File: src/rtl/mem_copy_master.sv
// mem_copy_master
//
// Block copy / fill engine that drives a single-port RAM request port.
// A copy reads one word, waits for its read data, then writes it, one word
// at a time in ascending address order. A fill writes a constant pattern
// once per cycle. Pointers wrap modulo 2^32.
//
// Ports
//   clk_i, rst_ni         clock, asynchronous active-low reset
//   start_i               begin a transfer (sampled in IDLE only)
//   mode_i                0 = copy, 1 = fill (sampled with start_i)
//   src_addr_i            copy source byte address (bits [1:0] ignored)
//   dst_addr_i            destination byte address (bits [1:0] ignored)
//   len_i                 number of 32-bit words
//   fill_i                fill pattern (sampled with start_i)
//   busy_o                high in every RD / WAIT / WR cycle
//   done_o                one-cycle completion pulse
//   req_o, we_o, be_o,    memory request, write enable, byte enables,
//   addr_o, wdata_o       word-aligned address, write data
//   rvalid_i, rdata_i     read response from the RAM
//
// State  | meaning
// -------+-----------------------------------------------------------
// IDLE   | waiting for start_i
// RD     | read request for the current source word is on the bus
// WAIT   | waiting for rvalid_i of the outstanding read
// WR     | write request for the current destination word is on the bus
// DONE   | done_o pulse, back to IDLE next cycle
//
// All bus outputs are registered: each transition loads the output values
// belonging to the state being entered, so nothing combinational reaches
// an output from an input.

module mem_copy_master #(
    parameter int LenW = 16
) (
    input  logic            clk_i,
    input  logic            rst_ni,
    input  logic            start_i,
    input  logic            mode_i,
    input  logic [31:0]     src_addr_i,
    input  logic [31:0]     dst_addr_i,
    input  logic [LenW-1:0] len_i,
    input  logic [31:0]     fill_i,
    output logic            busy_o,
    output logic            done_o,
    output logic            req_o,
    output logic            we_o,
    output logic [3:0]      be_o,
    output logic [31:0]     addr_o,
    output logic [31:0]     wdata_o,
    input  logic            rvalid_i,
    input  logic [31:0]     rdata_i
);

    typedef enum logic [2:0] {
        S_IDLE,
        S_RD,
        S_WAIT,
        S_WR,
        S_DONE
    } state_t;

    state_t          r_state;
    logic            r_mode;
    logic [31:0]     r_fill;
    logic [31:0]     r_src_ptr;
    logic [31:0]     r_dst_ptr;
    logic [LenW-1:0] r_remaining;
    logic            r_busy;
    logic            r_done;
    logic            r_req;
    logic            r_we;
    logic [3:0]      r_be;
    logic [31:0]     r_addr;
    logic [31:0]     r_wdata;

    logic [31:0]     w_src_al;
    logic [31:0]     w_dst_al;

    assign w_src_al = src_addr_i & 32'hFFFF_FFFC;
    assign w_dst_al = dst_addr_i & 32'hFFFF_FFFC;

    // r_src_ptr / r_dst_ptr always hold the next address to issue, and
    // r_remaining counts words whose write has not yet been issued. So in
    // WR, r_remaining == 0 means the word on the bus is the last one.
    always_ff @(posedge clk_i or negedge rst_ni) begin
        if (!rst_ni) begin
            r_state     <= S_IDLE;
            r_mode      <= 1'b0;
            r_fill      <= '0;
            r_src_ptr   <= '0;
            r_dst_ptr   <= '0;
            r_remaining <= '0;
            r_busy      <= 1'b0;
            r_done      <= 1'b0;
            r_req       <= 1'b0;
            r_we        <= 1'b0;
            r_be        <= 4'h0;
            r_addr      <= '0;
            r_wdata     <= '0;
        end else begin
            r_done <= 1'b0;
            case (r_state)
                S_IDLE: begin
                    if (start_i) begin
                        r_mode <= mode_i;
                        r_fill <= fill_i;
                        if (len_i == '0) begin
                            r_state     <= S_DONE;
                            r_done      <= 1'b1;
                            r_src_ptr   <= w_src_al;
                            r_dst_ptr   <= w_dst_al;
                            r_remaining <= '0;
                        end else if (!mode_i) begin
                            r_state     <= S_RD;
                            r_busy      <= 1'b1;
                            r_req       <= 1'b1;
                            r_we        <= 1'b0;
                            r_be        <= 4'h0;
                            r_addr      <= w_src_al;
                            r_src_ptr   <= w_src_al + 32'd4;
                            r_dst_ptr   <= w_dst_al;
                            r_remaining <= len_i;
                        end else begin
                            r_state     <= S_WR;
                            r_busy      <= 1'b1;
                            r_req       <= 1'b1;
                            r_we        <= 1'b1;
                            r_be        <= 4'hF;
                            r_addr      <= w_dst_al;
                            r_wdata     <= fill_i;
                            r_dst_ptr   <= w_dst_al + 32'd4;
                            r_remaining <= len_i - LenW'(1);
                        end
                    end
                end

                S_RD: begin
                    r_state <= S_WAIT;
                    r_req   <= 1'b0;
                end

                S_WAIT: begin
                    if (rvalid_i) begin
                        r_state     <= S_WR;
                        r_req       <= 1'b1;
                        r_we        <= 1'b1;
                        r_be        <= 4'hF;
                        r_addr      <= r_dst_ptr;
                        r_wdata     <= rdata_i;
                        r_dst_ptr   <= r_dst_ptr + 32'd4;
                        r_remaining <= r_remaining - LenW'(1);
                    end
                end

                S_WR: begin
                    if (r_remaining == '0) begin
                        r_state <= S_DONE;
                        r_busy  <= 1'b0;
                        r_done  <= 1'b1;
                        r_req   <= 1'b0;
                        r_we    <= 1'b0;
                        r_be    <= 4'h0;
                    end else if (!r_mode) begin
                        r_state   <= S_RD;
                        r_req     <= 1'b1;
                        r_we      <= 1'b0;
                        r_be      <= 4'h0;
                        r_addr    <= r_src_ptr;
                        r_src_ptr <= r_src_ptr + 32'd4;
                    end else begin
                        r_addr      <= r_dst_ptr;
                        r_wdata     <= r_fill;
                        r_dst_ptr   <= r_dst_ptr + 32'd4;
                        r_remaining <= r_remaining - LenW'(1);
                    end
                end

                S_DONE: begin
                    r_state <= S_IDLE;
                end

                default: begin
                    r_state <= S_IDLE;
                    r_busy  <= 1'b0;
                    r_req   <= 1'b0;
                    r_we    <= 1'b0;
                    r_be    <= 4'h0;
                end
            endcase
        end
    end

    assign busy_o  = r_busy;
    assign done_o  = r_done;
    assign req_o   = r_req;
    assign we_o    = r_we;
    assign be_o    = r_be;
    assign addr_o  = r_addr;
    assign wdata_o = r_wdata;

endmodule

File: config.mk
export PLATFORM = sky130hd
export DESIGN_NAME = mem_copy_master
export DESIGN_NICKNAME = d
export VERILOG_FILES = /design/src/rtl/mem_copy_master.sv
export SDC_FILE = /design/constraint.sdc
export NUM_CORES = 1
export LEC_CHECK = 0
export ABC_AREA = 0
export CAP_MARGIN = 20
export CORE_ASPECT_RATIO = 1.1
export CORE_MARGIN = 4
export CORE_UTILIZATION = 58
export CTS_CLUSTER_DIAMETER = 200
export DETAILED_ROUTE_END_ITERATION = 6
export MAX_ROUTING_LAYER = met4
export PLACE_DENSITY = 0.83
export SLEW_MARGIN = 5
export SYNTH_ARGS = -nofsm -noshare
export SYNTH_HDL_FRONTEND = slang
export SYNTH_SLANG_ARGS = --single-unit
File: constraint.sdc
create_clock -name clk_i -period 5.4 [get_ports clk_i]
set_clock_uncertainty 0.2 [all_clocks]
set_input_delay 0.54 -clock clk_i [delete_from_list [all_inputs] [get_ports clk_i]]
set_output_delay 0.54 -clock clk_i [all_outputs]
set_load 0.05 [all_outputs]
==> impl_metrics.ini <==
[critical_path]
crit_type = reg2reg
cp-start-kind = flip-flop
max_stage_delay_ns = 0.54
crit_path_end = addr_o[8]$_DFFE_PN0P_
worstPathCellList = inv_1 -> ha_1 -> nor3b_2 -> nand4_1 -> or3_1 -> nand2_1 -> nand2_1 -> buf_4 -> mux2_2
path_delay_family = simple AND/OR/NAND/NOR gates
worstRegToRegCells = 9
cp.buffers_inverters = 2
setup.worst_path.end_class = flip-flop
cp_slowest_cell = or3_1
crit_top_cell = nand2_1
reg2reg_slack_ns = 1.60
r2r-end = addr_o[8]$_DFFE_PN0P_
crit_start = r_remaining[0]$_DFFE_PN0P_
arrival_ns = 3.93
cp.required_ns = 5.54
cp.depth = 9
crit_fanout = 17
timing.rr.start = r_remaining[0]$_DFFE_PN0P_

[drt]
drt_wl_total_mm = 38.1
dr_total_vias = 12000
drc = 0
vias_per_cell = 6.47
wire_per_inst_um = 20.5
drt_iter0_drc = 1190
firstDrtPassIters = 5
drt.antenna.violating_nets = 0

[run]
maxCapViolCount = 0

[finish]
mostFrequentLayoutCell = nand2_1
seq_area_um2 = 4480
final_cell_mix = nand2_1 (241), clkdlybuf4s50_1 (214), dfrtp_1 (178)
final_core_util_pct = 73.7
nNetsFinal = 1746
multi_input_area_um2 = 6870
final_cell_count_no_fill = 1855
diodes = 0
drive_gt1_share_pct = 6.80
syn_to_final_growth_pct = 24.3
fill_cells = 1575

[floorplanning]
core_um2 = 19900
fp-row-count = 54
die_w_um = 144
fp.dieH_um = 158
die_area_um2 = 22700
io_pins = 221
start_util_pct = 59.3

[synthesis]
synth.distinct_cells = 64
synth_seq_cells = 179
yosysWarningCount = 0
seq_area_frac_synth_pct = 37.9
syn_inst = 1438
synth_nets = 1594
synthFlopType = dfrtp_1
synth-edff-count = 0
syn_area_um2 = 11800
syn_avg_cell_area_um2 = 8.22
synthArstFlopShare_pct = 100

[clocking]
clk_latency_ns = 0.45
clockBufferDepth = 2
ctsHtreeMaxLevel = 4
cts_setup_buffers = 0
cts_tree = yes
cts_root_buf = clkbuf_16
clock_sinks = 179
clk_pin_slew_ns = 0.08
cts_buffers = 17

[sta]
finalSetupViolations = 0
fmax_mhz = 263
hold_violations = 0
period_needed_ns = 3.80
rsz0062_at_grt = false
worst_pin_slew_ns = 1.07
slew_violations = 0
slew_headroom_pct = 28.6
min_period_over_period_pct = 70.3
setup_tns_ns = 0
fin_hold_ws_ns = 0.278

[grt]
grt_usage_pct = 34.2
antenna_found_initial = 0
grt_pass1_vias = 11400
grt_max_degree = 103
grt_pass1_wl_mm = 60.1
gr-total-overflow = 0

[power]
power.density_nw_per_um2 = 592
peakVddDrop_v = 0.000453
leakage_nw = 6.01

[status]
outcome = complete, no violations

[placement]
hpwlAfterDp_mm = 27.3
port_buffers = 216
place_inst = 1821
gp_congestion = 0.953

[worst_hold_path]
hp-class = reg2reg
[tightest hold or removal path: stages (launching register included)]
cell and delay [ns]:
dfrtp_1 0.34, nand2_1 0.05, nand2_1 0.06
[what timing repair did]
action	CTS	global route
hold buffers	1	0
gates resized for setup	0	0
endpoints found under the hold margin	78	0
[logic make-up (layout without fill, tap and decap cells)]
| kind of cell | Yosys count | count (layout) | share of synthesized area [%] |
|---|---|---|---|
| flip-flops | 179 | 179 | 37.9 |
| buffers and inverters | 125 | 290 | 4.32 |
| adder cells (fa/ha/maj) | 7 | 7 | 0.741 |
| AO/OA/AOI/OAI | 383 | 383 | 19.6 |
| XOR/XNOR | 61 | 61 | 4.52 |
| AND/OR/NAND/NOR | 589 | 589 | 24.6 |
| multiplexers | 94 | 94 | 8.30 |
[area by class of cell]
cell class	instances	area share, %
Multi-Input combinational cell	1134	46.7
Sequential cell	179	30.5
Timing Repair Buffer	238	16.0
Clock buffer	17	2.89
Tap cell	252	2.15
Clock inverter	15	1.23
Inverter	20	0.511
[cell usage after synthesis (13+ instances only)]
cell type,number,share of area [%]
o22ai_1,17,0.90
xor2_1,26,1.9
nand3_1,41,1.7
nor4_1,29,1.5
xnor2_1,35,2.6
clkbuf_1,69,2.2
buf_2,18,0.76
and4_1,13,0.96
mux2i_1,62,5.2
a211oi_1,32,2.0
nand4_1,29,1.5
and3_1,28,1.5
nor2b_1,31,1.6
a21oi_1,138,5.8
nor2_1,82,2.6
nand2_1,241,7.7
or4_1,14,0.89
o21ai_0,106,4.5
inv_1,20,0.64
buf_1,13,0.41
dfrtp_1,179,38
nor3_1,36,1.5
mux2_2,32,3.0
[registers in the layout, indices dropped and copies added, names as in the netlist, 3 cells and up]
signal and count:
r_remaining 16, r_state 3, r_fill 32, r_dst_ptr 30, wdata_o 32, r_src_ptr 30
addr_o 31
[power by group]
| part | total, mW | internal (mW) | switching (mW) |
|---|---|---|---|
| logic | 4.80 | 1.79 | 3.01 |
| clock network | 1.28 | 0.630 | 0.646 |
| registers | 2.63 | 1.99 | 0.635 |
[per-stage QoR]
step	setup WS, ns	cell area [µm²]	power, mW
6_report	1.60	14700	8.70
3_5_place_dp	1.38	14100	7.36
4_1_cts	1.65	14700	8.65
3_3_place_gp	1.28	14000	7.19
2_1_floorplan	2.46	11800	5.87
5_1_grt	1.40	14700	9.27
[how the worst min path moves through the flow]
stage                                      start                endpoint  slack (ns)  depth (start not counted)
final                     r_fill[29]$_DFFE_PN0P_  r_fill[29]$_DFFE_PN0P_        0.28                          2
after global routing      r_fill[17]$_DFFE_PN0P_  r_fill[17]$_DFFE_PN0P_        0.30                          2
after CTS                 r_fill[17]$_DFFE_PN0P_  r_fill[17]$_DFFE_PN0P_        0.28                          2
after detailed placement  r_fill[17]$_DFFE_PN0P_  r_fill[17]$_DFFE_PN0P_        0.26                          2
after global placement     r_fill[4]$_DFFE_PN0P_   r_fill[4]$_DFFE_PN0P_        0.26                          2
after floorplan                           rst_ni  addr_o[10]$_DFFE_PN0P_        0.04                          0
[layer usage]
metal / part of all wire [%] / vias up / GRT usage (%)
met5: 0 / - / -
met3: 9.3 / 94 / 5.86
li1: - / 5549 / -
met1: 40 / 5677 / 44.9
met4: 3.3 / 0 / 13.6
met2: 47 / 679 / 53.1
No activity file was read; power rests on OpenSTA's default activity.
==> RTL edit 1: new RTL, same flow settings <==
The parameter `LenW` goes from 16 to 8.
--- a/src/rtl/mem_copy_master.sv
+++ b/src/rtl/mem_copy_master.sv
@@ -32,7 +32,7 @@
 // an output from an input.
 
 module mem_copy_master #(
-    parameter int LenW = 16
+    parameter int LenW = 8
 ) (
     input  logic            clk_i,
     input  logic            rst_ni,
Ports: changed (resized len_i); port bits go from 221 to 213. The function was not compared with the original's and may differ.
==> RTL edit 1 against the original RTL <==
  * Die area down 5.5%
  * Final area fell by 5.2%
  * Worst setup slack improved by 0.19 ns
  * Total power down 4.0%
  * Via count decreased by 5.7%
  * Highest routed layer unchanged
  * Sequential cell count is 8 lower
  * Largest cell class unchanged
  * Synthesized area is 5.8% lower
  * Wire length shrank 6.1%
  * Synthesized cell count down 4.5%
  * Sequential share of layout area grew 0.22 points
  * First-iteration DRC count shrank 11%
  * Sequential power is 7% lower
==> RTL edit 1: results (changes against the original RTL) <==
* Most instantiated cells after synthesis: nand2_1 (238), dfrtp_1 (171), a21oi_1 (137), nor2_1 (124), o21ai_0 (113) (was nand2_1 (241), dfrtp_1 (179), a21oi_1 (138), o21ai_0 (106), nor2_1 (82))
* Met3 WL post-DR at 3390 um (was 3550 um)
* Cell count after placement at 1749 (was 1821)
* Register area share after synthesis at 38.4% (was 37.9%)
* Gr usage total at 33.4% (was 34.2%)
* Fraction of cell area in non-clock buffers at 16.2% (was 16.0%)
* First-pass GRT wire length at 56700 um (was 60100 um)
* Worst VDD drop at 0.396 mV (was 0.453 mV)
* Die area at 0.0215 mm2 (was 0.0227 mm2)
* Synth Area in Adders at 0.786% (was 0.741%)
* DR vias at 11300 (was 12000)
* Pint at 4.19 mW (was 4.41 mW)
* 1st-iter DRT viols at 1058 (was 1190)
* Max layer used: met4 (unchanged)
* Post-Route WL at 35800 um (was 38100 um)
* Share of layout cells above drive strength 1 at 6.95% (was 6.80%)
* Seq/total area at 30.7% (was 30.5%)
* Run status: finished, final reports clean (unchanged)
* Worst slew pin tran at 0.985 ns (was 1.07 ns)
* Gpl congestion at 0.953 (about the same)
* Drt pass-1 iters at 6 (was 5)
* Post-DP HPWL at 25200 um (was 27300 um)
* Met3 Use GR at 6.81% (was 5.86%)
* Vias in the first global route at 10800 (was 11400)
* Mux contribution to synthesized area at 8.28% (was 8.30%)
* CTS Sinks at 171 (was 179)
* WHS at 0.279 ns (was 0.278 ns)
* Met1 usage at 43.1% (was 44.9%)
* Syn nets at 1521 (was 1594)
* Synth Flop Type: dfrtp_1 (unchanged)
* Non-Filler Instances at 1783 (was 1855)
* Worst path max stage delay at 0.76 ns (was 0.54 ns)
* Post-synthesis compound-gate area fraction at 19.2% (was 19.6%)
* Leakage power at 5.71 nW (was 6.01 nW)
* Largest net degree at the start of global routing at 109 (was 103)
* Pre-CTS WS at 1.48 ns (was 1.38 ns)
* Clk_lat worst skew at 0.43 ns (was 0.45 ns)
* Critical path origin: r_state[0]$_DFFE_PN0P_ (was r_remaining[0]$_DFFE_PN0P_)
* CP top delay family: compound AO/OA/AOI/OAI gates (was simple AND/OR/NAND/NOR gates)
* Worst hold start: r_fill[6]$_DFFE_PN0P_ (was r_fill[29]$_DFFE_PN0P_)
* Port Buffers at 208 (was 216)
* Comb_multi_in at 1090 (was 1134)
* Synth area leaders: dfrtp_1 (38%), nand2_1 (8.0%), a21oi_1 (6.2%) (was dfrtp_1 (38%), nand2_1 (7.7%), a21oi_1 (5.8%))
* Fraction of area in multi-input gates at 46.1% (was 46.7%)
* Mean Syn Cell Area at 8.11 um2 (was 8.22 um2)
* Area Overhead vs Synth at 25.2% (was 24.3%)
* Sw Share at 49.9% (was 49.3%)
* Logic pwr share at 55.5% (was 55.2%)
* Post-DP Area at 0.0133 mm2 (was 0.0141 mm2)
* Clock network contribution to total cell area at 4.32% (was 4.12%)
* Clk pwr share at 15.1% (was 14.7%)
* Worst Path Max Fanout at 39 (was 17)
* Worst EP arrival at 3.70 ns (was 3.93 ns)
* Filler cell count at 1459 (was 1575)
* Post-Route M1 WL at 14500 um (was 15400 um)
-- RTL edit 1: changes by cell type after synthesis, sizes merged, moves of 8 or more --
cell / delta
a211oi: -22
a22o: -9
and3: -8
clkbuf: -9
dfrtp: -8
nand3: +8
nand4: +15
nor2: +44
nor2b: -29
nor4: -17
o21ai: +16
or4: -12
-- RTL edit 1: timing repair --
action / CTS / global route
hold buffers: 0 / 1
setup buffers: 0 / 0
endpoints found under the hold margin: 0 / 34
-- RTL edit 1: worst paths after layout --
path	depth (start not counted)	end
setup reg to reg	6	r_dst_ptr[9]$_DFFE_PN0P_
max in group asynchronous	3	r_state[0]$_DFFE_PN0P_
setup / recovery	6	r_dst_ptr[9]$_DFFE_PN0P_
min in group asynchronous	2	wdata_o[12]$_DFFE_PN0P_
hold reg to reg	2	r_fill[6]$_DFFE_PN0P_
hold / removal	2	r_fill[6]$_DFFE_PN0P_
==> RTL edit 2: new RTL, same settings <==
Made on the original files. Register the output `we_o` once more, cleared by the reset; this adds one clock of latency there. The other outputs are not delayed to match.
--- a/src/rtl/mem_copy_master.sv
+++ b/src/rtl/mem_copy_master.sv
@@ -195,7 +195,13 @@
     assign busy_o  = r_busy;
     assign done_o  = r_done;
     assign req_o   = r_req;
-    assign we_o    = r_we;
+    always_ff @(posedge clk_i or negedge rst_ni) begin
+        if (!rst_ni) begin
+            we_o <= '0;
+        end else begin
+            we_o <= r_we;
+        end
+    end
     assign be_o    = r_be;
     assign addr_o  = r_addr;
     assign wdata_o = r_wdata;
Formal check against the unedited RTL: not equivalent (Yosys sat finds a counterexample within 4 cycles, from zero or initial values and one cycle with rst_ni low).
==> RTL edit 2 against the original RTL <==
  * The run now ends with negative hold slack left
  * Synthesized area about the same
  * Sequential cell count increased by 1
  * Final area increased by 0.14%
  * Total power decreased by 0.21%
  * Hold slack got worse by 0.31 ns
  * Critical endpoint is now wdata_o[4]$_DFFE_PN0P_
  * Worst setup slack got worse by 0.057 ns
  * Cell count increased by 2.5%
  * Via count increased by 1.0%
  * Non-clock buffer count decreased by 4
  * Wire length increased by 0.20%
  * First-iteration DRC count increased by 11%
==> RTL edit 2: results (changes against the original RTL) <==
* Run status: complete, but fails checks (was finished, final reports clean)
* Violated checks: negative hold slack
* Met1 usage at 47.2% (was 44.9%)
* Endpoints failing hold at 15 (was 0)
* Post-Route M1 WL at 15700 um (was 15400 um)
* Worst Path Max Fanout at 64 (was 17)
* Largest net degree at the start of global routing at 94 (was 103)
* Reg2reg path depth at 7 (was 9)
* Met3 Use GR at 4.38% (was 5.86%)
* Synth Area in Adders at 0.741% (about the same)
* Critical path capture point: wdata_o[4]$_DFFE_PN0P_ (was addr_o[8]$_DFFE_PN0P_)
* WHS at -0.0277 ns (was 0.278 ns)
* Mux contribution to synthesized area at 7.80% (was 8.30%)
* Clock network contribution to total cell area at 4.34% (was 4.12%)
* 1st-iter DRT viols at 1317 (was 1190)
* Met2 Wirelength at 17500 um (was 17900 um)
* DR vias at 12100 (was 12000)
* Worst EP arrival at 3.89 ns (was 3.93 ns)
* Post-DP Area at 0.0141 mm2 (about the same)
* Post-synthesis compound-gate area fraction at 19.0% (was 19.6%)
* Leakage power at 5.95 nW (was 6.01 nW)
* Buffers excl. clock at 234 (was 238)
* CTS Sinks at 180 (was 179)
* Min-Delay Path Class: in2async (was reg2reg)
* Post-DP HPWL at 27400 um (was 27300 um)
* Syn nets at 1638 (was 1594)
* Filler cell count at 1558 (was 1575)
* Gpl congestion at 1.01 (was 0.953)
[RTL edit 2: cell count changes after synthesis, moves of 8 or more]
| cell | before | now |
|---|---|---|
| or4_1 | 14 | 5 |
| buf_2 | 18 | 8 |
| nand2_1 | 241 | 256 |
| nor3_1 | 36 | 49 |
| nand4_1 | 29 | 37 |
| o21ai_0 | 106 | 141 |
| nor2_1 | 82 | 137 |
| and3_1 | 28 | 15 |
| nor2b_1 | 31 | 2 |
| o22ai_1 | 17 | 8 |
| a211oi_1 | 32 | 9 |
[RTL edit 2: per-stage QoR]
stage          util, %  cells  setup slack, ns  hold WS (ns)  power [mW]
4_1_cts           73.8   1900             1.68        0.0237        8.62
3_3_place_gp      70.5   1868             1.46         0.258        7.10
2_1_floorplan        -   1482             2.81        0.0444        5.75
6_report          73.9   1901             1.55       -0.0277        8.68
5_1_grt           73.9   1901             1.34        0.0444        9.23
3_5_place_dp      70.5   1868             1.36         0.262        7.23
